[src/rtl/id_decode_q_if.sv]
// id_decode_q_if: IF-side push and EX-side pop handshake bundle for the decode queue.
interface id_decode_q_if #(parameter int ADDR_W = 32, parameter int DEPTH = 2);
  logic                         in_valid;
  logic                         in_ready;
  logic [ADDR_W-1:0]            in_pc;
  logic [31:0]                  in_inst;
  logic                         flush;
  logic                         out_valid;
  logic                         out_ready;
  logic [ADDR_W-1:0]            out_pc;
  logic [31:0]                  out_imm;
  logic [2:0]                   out_aluop;
  logic [1:0]                   out_branch;
  logic [6:0]                   out_ctrl;
  logic [4:0]                   out_rs1;
  logic [4:0]                   out_rs2;
  logic [4:0]                   out_rd;
  logic [2:0]                   out_func3;
  logic [1:0]                   out_func7b;
  logic [7:0]                   out_csr;
  logic                         out_illegal;
  logic [$clog2(DEPTH+1)-1:0]   count;
  modport slave (
    input  in_valid, in_pc, in_inst, flush, out_ready,
    output in_ready, out_valid, out_pc, out_imm, out_aluop, out_branch, out_ctrl,
           out_rs1, out_rs2, out_rd, out_func3, out_func7b, out_csr, out_illegal, count
  );
  modport master (
    output in_valid, in_pc, in_inst, flush, out_ready,
    input  in_ready, out_valid, out_pc, out_imm, out_aluop, out_branch, out_ctrl,
           out_rs1, out_rs2, out_rd, out_func3, out_func7b, out_csr, out_illegal, count
  );
endinterface

[src/rtl/id_decode_q.sv]
// id_decode_q: RV32 decode stage writing decoded bundles into a DEPTH-entry circular queue.
module id_decode_q #(
  parameter int ADDR_W = 32,
  parameter int DEPTH  = 2,
  parameter bit CSR_EN = 1'b1
) (
  input logic          clk,
  input logic          rst,
  id_decode_q_if.slave bus
);
  localparam int PW = $clog2(DEPTH);
  localparam int CW = $clog2(DEPTH+1);
  typedef struct packed {
    logic [ADDR_W-1:0] pc;
    logic [31:0]       imm;
    logic [2:0]        aluop;
    logic [1:0]        branch;
    logic [6:0]        ctrl;
    logic [4:0]        rs1;
    logic [4:0]        rs2;
    logic [4:0]        rd;
    logic [2:0]        func3;
    logic [1:0]        func7b;
    logic [7:0]        csr;
    logic              illegal;
  } entry_t;
  entry_t          r_mem [DEPTH];
  logic [PW-1:0]   r_head, r_tail;
  logic [CW-1:0]   r_count;
  entry_t          w_dec, w_head;
  logic [31:0]     w_i;
  logic            w_bad, w_ready, w_push, w_pop;
  assign w_i = bus.in_inst;
  always_comb begin
    w_dec = '0;
    w_bad = 1'b0;
    w_dec.pc = bus.in_pc;
    w_dec.func3 = w_i[14:12];
    w_dec.func7b = {w_i[30], w_i[25]};
    w_dec.aluop = 3'd5;
    w_dec.rs1 = w_i[19:15];
    w_dec.rs2 = w_i[24:20];
    w_dec.rd = w_i[11:7];
    case (w_i[6:0])
      7'b0110011: begin w_dec.aluop = 3'd0; w_dec.ctrl = 7'b0001000; end
      7'b0000011: begin
        w_dec.imm = {{20{w_i[31]}}, w_i[31:20]}; w_dec.aluop = 3'd2; w_dec.ctrl = 7'b0011101; w_dec.rs2 = '0;
      end
      7'b0010011: begin
        w_dec.imm = {{20{w_i[31]}}, w_i[31:20]}; w_dec.aluop = 3'd1; w_dec.ctrl = 7'b0011000; w_dec.rs2 = '0;
      end
      7'b1100111: begin
        w_dec.imm = {{20{w_i[31]}}, w_i[31:20]}; w_dec.aluop = 3'd2; w_dec.branch = 2'd3;
        w_dec.ctrl = 7'b0111000; w_dec.rs2 = '0;
      end
      7'b0100011: begin
        w_dec.imm = {{20{w_i[31]}}, w_i[31:25], w_i[11:7]}; w_dec.aluop = 3'd2; w_dec.ctrl = 7'b0010010; w_dec.rd = '0;
      end
      7'b1100011: begin
        w_dec.imm = {{19{w_i[31]}}, w_i[31], w_i[7], w_i[30:25], w_i[11:8], 1'b0};
        w_dec.aluop = 3'd3; w_dec.branch = 2'd1; w_dec.rd = '0;
      end
      7'b0110111: begin
        w_dec.imm = {w_i[31:12], 12'h0}; w_dec.aluop = 3'd4; w_dec.ctrl = 7'b0001000; w_dec.rs1 = '0; w_dec.rs2 = '0;
      end
      7'b0010111: begin
        w_dec.imm = {w_i[31:12], 12'h0}; w_dec.aluop = 3'd2; w_dec.ctrl = 7'b1101000; w_dec.rs1 = '0; w_dec.rs2 = '0;
      end
      7'b1101111: begin
        w_dec.imm = {{11{w_i[31]}}, w_i[31], w_i[19:12], w_i[20], w_i[30:21], 1'b0};
        w_dec.aluop = 3'd2; w_dec.branch = 2'd2; w_dec.ctrl = 7'b0111000; w_dec.rs1 = '0; w_dec.rs2 = '0;
      end
      7'b1110011: begin
        // func3[2] picks the zimm source; func3==000 splits mret/wfi on func7[4]
        w_dec.imm = {27'b0, w_i[19:15]};
        w_dec.rs2 = '0;
        w_dec.csr = {1'b1, w_i[14] & (w_i[13:12] != 2'b00), w_i[13:12] != 2'b00,
                     w_i[13:12] == 2'b01, w_i[13:12] == 2'b10, w_i[13:12] == 2'b11,
                     (w_i[14:12] == 3'b000) & w_i[29], (w_i[14:12] == 3'b000) & ~w_i[29]};
        w_dec.ctrl = {3'b000, w_i[13:12] != 2'b00, 3'b000};
        w_bad = !CSR_EN;
      end
      default: w_bad = 1'b1;
    endcase
    if (w_bad) begin
      w_dec.imm = '0;
      w_dec.aluop = 3'd5;
      w_dec.branch = '0;
      w_dec.ctrl = '0;
      w_dec.rs1 = '0;
      w_dec.rs2 = '0;
      w_dec.rd = '0;
      w_dec.csr = '0;
      w_dec.illegal = 1'b1;
    end
    w_dec.ctrl[3] = w_dec.ctrl[3] & (w_dec.rd != 5'd0);
  end
  assign w_ready = r_count != CW'(DEPTH);
  assign w_push = bus.in_valid & w_ready & ~bus.flush;
  assign w_pop = (r_count != '0) & bus.out_ready;
  always_ff @(posedge clk or negedge rst) begin
    if (!rst) begin
      r_head <= '0;
      r_tail <= '0;
      r_count <= '0;
      for (int i = 0; i < DEPTH; i++) r_mem[i] <= '0;
    end else if (bus.flush) begin
      r_head <= '0;
      r_tail <= '0;
      r_count <= '0;
    end else begin
      if (w_push) r_mem[r_tail] <= w_dec;
      if (w_push) r_tail <= r_tail + PW'(1);
      if (w_pop) r_head <= r_head + PW'(1);
      r_count <= r_count + CW'(w_push) - CW'(w_pop);
    end
  end
  assign w_head = r_mem[r_head];
  assign bus.in_ready = w_ready;
  assign bus.out_valid = r_count != '0;
  assign bus.count = r_count;
  assign bus.out_pc = w_head.pc;
  assign bus.out_imm = w_head.imm;
  assign bus.out_aluop = w_head.aluop;
  assign bus.out_branch = w_head.branch;
  assign bus.out_ctrl = w_head.ctrl;
  assign bus.out_rs1 = w_head.rs1;
  assign bus.out_rs2 = w_head.rs2;
  assign bus.out_rd = w_head.rd;
  assign bus.out_func3 = w_head.func3;
  assign bus.out_func7b = w_head.func7b;
  assign bus.out_csr = w_head.csr;
  assign bus.out_illegal = w_head.illegal;
endmodule

[src/flat_wrapper.sv]
// flat-port wrapper written by rule: the top's interface ports become plain ports
module id_decode_q_flat 
#(
  parameter int ADDR_W = 32,
  parameter int DEPTH  = 2,
  parameter bit CSR_EN = 1'b1
)
  (clk, rst, bus_in_valid, bus_in_pc, bus_in_inst, bus_flush, bus_out_ready, bus_in_ready, bus_out_valid, bus_out_pc, bus_out_imm, bus_out_aluop, bus_out_branch, bus_out_ctrl, bus_out_rs1, bus_out_rs2, bus_out_rd, bus_out_func3, bus_out_func7b, bus_out_csr, bus_out_illegal, bus_count);
  id_decode_q_if #(.ADDR_W(ADDR_W), .DEPTH(DEPTH)) bus_i ();
  input logic clk;
  input logic rst;
  input wire logic [$bits(bus_i.in_valid)-1:0] bus_in_valid;
  input wire logic [$bits(bus_i.in_pc)-1:0] bus_in_pc;
  input wire logic [$bits(bus_i.in_inst)-1:0] bus_in_inst;
  input wire logic [$bits(bus_i.flush)-1:0] bus_flush;
  input wire logic [$bits(bus_i.out_ready)-1:0] bus_out_ready;
  output wire logic [$bits(bus_i.in_ready)-1:0] bus_in_ready;
  output wire logic [$bits(bus_i.out_valid)-1:0] bus_out_valid;
  output wire logic [$bits(bus_i.out_pc)-1:0] bus_out_pc;
  output wire logic [$bits(bus_i.out_imm)-1:0] bus_out_imm;
  output wire logic [$bits(bus_i.out_aluop)-1:0] bus_out_aluop;
  output wire logic [$bits(bus_i.out_branch)-1:0] bus_out_branch;
  output wire logic [$bits(bus_i.out_ctrl)-1:0] bus_out_ctrl;
  output wire logic [$bits(bus_i.out_rs1)-1:0] bus_out_rs1;
  output wire logic [$bits(bus_i.out_rs2)-1:0] bus_out_rs2;
  output wire logic [$bits(bus_i.out_rd)-1:0] bus_out_rd;
  output wire logic [$bits(bus_i.out_func3)-1:0] bus_out_func3;
  output wire logic [$bits(bus_i.out_func7b)-1:0] bus_out_func7b;
  output wire logic [$bits(bus_i.out_csr)-1:0] bus_out_csr;
  output wire logic [$bits(bus_i.out_illegal)-1:0] bus_out_illegal;
  output wire logic [$bits(bus_i.count)-1:0] bus_count;
  assign bus_i.in_valid = bus_in_valid;
  assign bus_i.in_pc = bus_in_pc;
  assign bus_i.in_inst = bus_in_inst;
  assign bus_i.flush = bus_flush;
  assign bus_i.out_ready = bus_out_ready;
  assign bus_in_ready = bus_i.in_ready;
  assign bus_out_valid = bus_i.out_valid;
  assign bus_out_pc = bus_i.out_pc;
  assign bus_out_imm = bus_i.out_imm;
  assign bus_out_aluop = bus_i.out_aluop;
  assign bus_out_branch = bus_i.out_branch;
  assign bus_out_ctrl = bus_i.out_ctrl;
  assign bus_out_rs1 = bus_i.out_rs1;
  assign bus_out_rs2 = bus_i.out_rs2;
  assign bus_out_rd = bus_i.out_rd;
  assign bus_out_func3 = bus_i.out_func3;
  assign bus_out_func7b = bus_i.out_func7b;
  assign bus_out_csr = bus_i.out_csr;
  assign bus_out_illegal = bus_i.out_illegal;
  assign bus_count = bus_i.count;
  id_decode_q #(.ADDR_W(ADDR_W), .DEPTH(DEPTH), .CSR_EN(CSR_EN)) u_core (.clk(clk), .rst(rst), .bus(bus_i));
endmodule
[config.mk]
export PLATFORM = sky130hd
export DESIGN_NAME = id_decode_q_flat
export DESIGN_NICKNAME = d
export VERILOG_FILES = /design/src/rtl/id_decode_q_if.sv /design/src/rtl/id_decode_q.sv /design/src/flat_wrapper.sv
export SDC_FILE = /design/constraint.sdc
export NUM_CORES = 1
export LEC_CHECK = 0
export BUFFER_PORTS_ARGS = -buffer_cell sky130_fd_sc_hd__buf_2
export CAP_MARGIN = 5
export CORE_AREA = 2 2 144 146
export DETAILED_ROUTE_END_ITERATION = 7
export DIE_AREA = 0 0 146 148
export GPL_TIMING_DRIVEN = 0
export HOLD_SLACK_MARGIN = 0.08
export PLACE_DENSITY = 0.76
export SLEW_MARGIN = 20
export SYNTH_ARGS = -nofsm -noshare
export SYNTH_HDL_FRONTEND = slang
export SYNTH_SLANG_ARGS = --single-unit
[constraint.sdc]
create_clock -name clk -period 1.6 [get_ports clk]
set_clock_uncertainty 0.05 [all_clocks]
set_input_delay 0.24 -clock clk [delete_from_list [all_inputs] [get_ports clk]]
set_output_delay 0.24 -clock clk [all_outputs]
set_load 0.05 [all_outputs]
---- After elaboration in Yosys (flattened, before gate mapping) ----
Cells that the tools add are included.
storage, ports and cells
  register bits after elaboration ......... 214
  input bits .............................. 69
cells by class
  add/subtract/negate cells ............... 4
  magnitude comparators ................... 3
  equality and inequality tests ........... 14
  mux-type cells .......................... 21
  bitwise logic cells ..................... 11
  reductions and logical operators ........ 17
operator list
  kind                                                                   count
  105-bit 2-to-1 mux                                                     4
  210-bit bitwise mux                                                    1
  32-bit case mux with 6 select lines                                    1
  105-bit demux with 1-bit select                                        1
  59-bit 2-to-1 mux                                                      1
  7-bit case mux with 7 select lines                                     1
  7-bit equality test, second input constant                             4
  7-bit by 6-bit equality test with 1-bit output, second input constant  3
  5-bit 2-to-1 mux                                                       3
  3-bit case mux with 5 select lines                                     1
  7-bit by 5-bit equality test with 1-bit output, second input constant  2
  10-bit OR reduction                                                    1
  9-bit 2-to-1 mux                                                       1
  8-bit 2-to-1 mux                                                       1
  2-bit nonzero test                                                     4
  2-bit OR reduction                                                     4
  1-bit bitwise AND                                                      7
  7-bit by 2-bit equality test with 1-bit output, second input constant  1
  7-bit OR reduction                                                     1
  2-bit case mux with 3 select lines                                     1
  3-bit OR reduction                                                     2
  5-bit nonzero test                                                     1
  5-bit OR reduction                                                     1
  2-bit equality test, second input constant                             2
  other kinds (14)                                                       21

---- Logic depth before layout (Yosys ltp) ----
  depth after elaboration ................. 7
  depth in mapped cells ................... 8

---- Least setup slack after synthesis ----
OpenSTA, ideal clock, no wires.
  kind .................................... reg-to-reg
  start point ............................. register u_core.r_count[0] (netlist: u_core.bus.count[0])
  end point ............................... register u_core.r_mem[109] in the netlist's numbering
  library setup time ...................... 0.125 ns
  arrival ................................. 1.977 ns
  required time ........................... 1.425 ns
  slack ................................... -0.551 ns
  cell stages (with the launch flop) ...... 7
  path through ............................ dfrtp_1 -> nand2b_1 -> buf_2 -> and3b_1 -> buf_2 -> buf_2 -> mux2_2
between the ends
  longest elaborated chain between the ends .. 4
ends and longest elaborated chain
  what                                  line                RTL
  start: declaration                    id_decode_q.sv:29   logic [CW-1:0] r_count;
  start signal: assignment              id_decode_q.sv:115  r_count <= r_count + CW'(w_push) - CW'(w_pop);
  2-bit inequality test                 id_decode_q.sv:98   assign w_ready = r_count != CW'(DEPTH);
  named net bus_in_ready                flat_wrapper.sv:17  output wire logic [$bits(bus_i.in_ready)-1:0] bus_in_ready;
  1-bit bitwise AND (2 in series)       id_decode_q.sv:99   assign w_push = bus.in_valid & w_ready & ~bus.flush;
  2-bit AND reduction (no source line)  --
  end signal: indexed assignment        id_decode_q.sv:112  if (w_push) r_mem[r_tail] <= w_dec;
  end: declaration                      id_decode_q.sv:27   entry_t r_mem [DEPTH];
The timed path passes the listed nets, and every way through them passes these cells.
A chain may end at the register's enable or synchronous reset.

---- Worst setup path after layout ----
  start point ............................. register u_core.r_head
  end point ............................... output bus_out_pc[4]
between the ends
  longest elaborated chain between the ends .. 4
ends and longest elaborated chain
  what                                                    line                RTL
  start: declaration                                      id_decode_q.sv:28   logic [PW-1:0] r_head, r_tail;
  start signal: assignment                                id_decode_q.sv:114  if (w_pop) r_head <= r_head + PW'(1);
  1-bit inverter with 2-bit output (not written as such)  id_decode_q.sv:118  assign w_head = r_mem[r_head];
  105-bit 2-to-1 mux (not written as such) (3 in series)  id_decode_q.sv:118
  end: declaration                                        flat_wrapper.sv:19  output wire logic [$bits(bus_i.out_pc)-1:0] bus_out_pc;
No other way between the ends. The select of a mux whose other input is x is not followed.

==> key figures <==
Critical path
  – CP startpoint kind: flop
  – Maximum fanout along the worst path: 5
  – CP Class: flop to output port
  – Crit path required time: about 1.3 ns
  – CP endpoint kind: output port
  – Worst path arrival time: between 1.5 and 2 ns

Routing
  – DRC: 0
  – Post-DRT Antenna Nets: 0
  – DR iter-0 viols: just over 800
  – Vias/cell: between 5 and 6
  – Vias: roughly 9.4k
  – Wire length per cell: between 20 and 25 microns
  – First-pass DRT Iterations: 5
  – Final WL: 36820 microns

Synth
  – Number of synthesized flops with an enable pin: 0
  – Sequential-to-total area share from yosys stat: 0.5285
  – Syn Inst Count: 979
  – Synthesis-stage register bit count: 212
  – Largest cells by area after synthesis: dfrtp_1, mux2_2, nand2_1
  – Primary FF master, synth: dfrtp_1
  – Synth Area per Inst: 10.25 sq um
  – Yosys warns: 0
  – Most frequent cell after synthesis: nand2_1
  – Cell Area, Synth: 10040 sq um
  – Post-synth top cells: nand2_1, dfrtp_1, mux2_2
  – Async S/R FF share, synth: 1.000
  – Syn_nets: 1050
  – Post-synth top area share: 0.5285
  – Area leader, netlist: dfrtp_1
  – Synth cell types: 63

GRT
  – Global-route wire length before repair: between 50000 and 60000 microns
  – Via count of the first global-routing pass: between 9k and 10k
  – GRT overflow: 0
  – GRT Total Usage: 0.3037
  – Met1 Use GR: 0.3931
  – Met3 GRT Util: 0.04969
  – Pin count of the biggest net entering global routing: 86
  – Met2 Usage GRT: 0.5170
  – Initial antenna violation count: 1
  – GRT busiest layer: met2

STA
  – F_max: between 400 and 500 MHz
  – Slew headroom: 0.5562
  – RSZ-0062 raised after global routing: true
  – Setup TNS: -63.45 ns
  – Ratio of final minimum period to clock period: 1.410
  – Final WS setup: -0.6559 ns
  – Final Hold Vio Count: 0
  – Slew @ Worst Pin: between 0.6 and 0.7 ns
  – Fin crit period: ~2.3 ns
  – Final Slew Violations: 0
  – Final setup fails: ~180

Cells and area
  – Multi-input logic area: 5086 sq um
  – Inserted Diodes: 0
  – Area grow syn2layout: 53.26%
  – Final Cell Area: between 15000 and 20000 sq um
  – Fill cells: 1118
  – Reg area: around 5300 sq um
  – Final core occ: 0.7677
  – Final #Nets: 1361
  – Fraction of layout cells with a size suffix above 1: 0.4426

Flow run
  – MaxCap Viol Count: 0

Clock tree
  – # clock sinks: 212
  – CTS tree: done
  – Clock-pin slew on the worst setup and hold paths: approximately 0.060 ns
  – CTS root buf: clkbuf_16
  – Clock tree buffer depth: 3
  – Number of CTS-inserted buffers: 24
  – Worst-Skew Late Latency: 0.52 ns
  – H-tree depth: 1

Outcome
  – Status: finished with violations
  – Violated checks: setup timing

Floorplanning
  – Ports: around 180
  – Die area: 21610 sq um
  – Die H: 148 microns
  – Core area: between 20000 and 25000 sq um
  – Core Rows: 52
  – Starting Density: 0.5009
  – Chip Width: about 150 microns

Placed design
  – Post-DP HPWL: roughly 20000 microns
  – Dpl cell area: ~11000 sq um
  – Gpl congestion: ~1
  – IO buf count: 176

Min path
  – Worst Hold Class: input port to flop

Power
  – P_leak: ~7.4 nW
  – Power density over the cells: around 1900 nW/um^2
  – Peak supply drop: roughly 1.5 mV
layout make-up:
cell class,count,share of cell area
sequential,212,0.3452
inverter,5,0.001220
clock buffer,36,0.04725
buffer,62,0.04880
timing repair buffer,289,0.2011
tap,270,0.02196
multi-input combinational,696,0.3306
clock inverter,6,0.003904
report_power, final:
part	switching, mW	internal [mW]
combinational	8.47	6.67
clock	2.25	3.28
sequential	1.09	6.99
total	11.8	16.9
state kept, by name, summed over array words and instances, names as in the netlist:
register and count:
u_core.r_tail 1, u_core.r_mem 208, u_core.bus.count 2, u_core.r_head 1
cells by family (layout without fill, tap and decap cells):
logic type	after synthesis	after routing	share of synthesized area
and+or+nand+nor	425	426	0.1835
DFF	212	212	0.5285
adders and majority gates	2	2	0.002492
xor gates and xnor gates	4	4	0.003491
AOI/OAI and AO/OA	140	140	0.1081
buffers and inverters	72	398	0.03490
muxes	124	124	0.1391
what timing repair did:
action,in CTS,in global routing
setup endpoints to repair,313,312
buffers inserted,29,8
pin swaps,6,65
hold buffers,59,0
resized for setup,369,215
endpoints found under the hold margin,354,0
gates cloned,10,6
through the flow:
| step | hold slack [ns] | power, mW | instances | setup slack [ns] |
|---|---|---|---|---|
| after floorplan | -0.1056 | 15.46 | 979 | -0.2180 |
| after global placement | 0.3967 | 17.63 | 1425 | -3.786 |
| after detailed placement | 0.1269 | 17.88 | 1427 | -0.9405 |
| after CTS | 0.08540 | 26.72 | 1565 | -0.5879 |
| after global routing | 0.1107 | 29.65 | 1576 | -0.6739 |
| final | 0.1100 | 28.75 | 1576 | -0.6559 |
critical path: stages, from the launching register on:
cell and delay (ns):
dfrtp_2 0.46, clkbuf_16 0.18, buf_12 0.12, clkbuf_16 0.14
mux2_2 0.37, buf_6 0.16
worst paths after layout:
kind                                     start           endpoint  slack (ns)  cells past startpoint
hold / removal                  bus_in_inst[2]  u_core.r_mem[142]        0.11                      3
min in group asynchronous                  rst  u_core.r_mem[189]        0.17                      2
setup / recovery                 u_core.r_head      bus_out_pc[4]       -0.66                      5
max in group asynchronous                  rst      u_core.r_head        0.54                      3
setup reg to reg           u_core.bus.count[0]  u_core.r_mem[111]       -0.13                      8
hold reg to reg               u_core.r_mem[89]   u_core.r_mem[89]        0.42                      2
layer usage:
layer  wire length, microns  vias up
li1                       -     3985
met1                  14050     4654
met2                  17810      577
met3                   2917      152
met4                   2024        2
met5                     13        -
cells in the final DEF, fill, tap and decap left out, types with 8 or more instances in the layout:
cell             n
nand2_4         23
o22a_1          18
buf_12          23
a22o_1          24
nor2_1          38
dlygate4sd3_1   59
buf_4           35
dfrtp_1        208
buf_6           80
a21oi_2         23
mux2_4          50
nand2_2         39
and2_1          11
buf_2           79
buf_8           46
nand3_1         16
o21ai_0         24
clkbuf_16       37
nor2b_1          8
mux2_2          74
nand2_1        241
No activity file was read; power rests on OpenSTA's default activity.
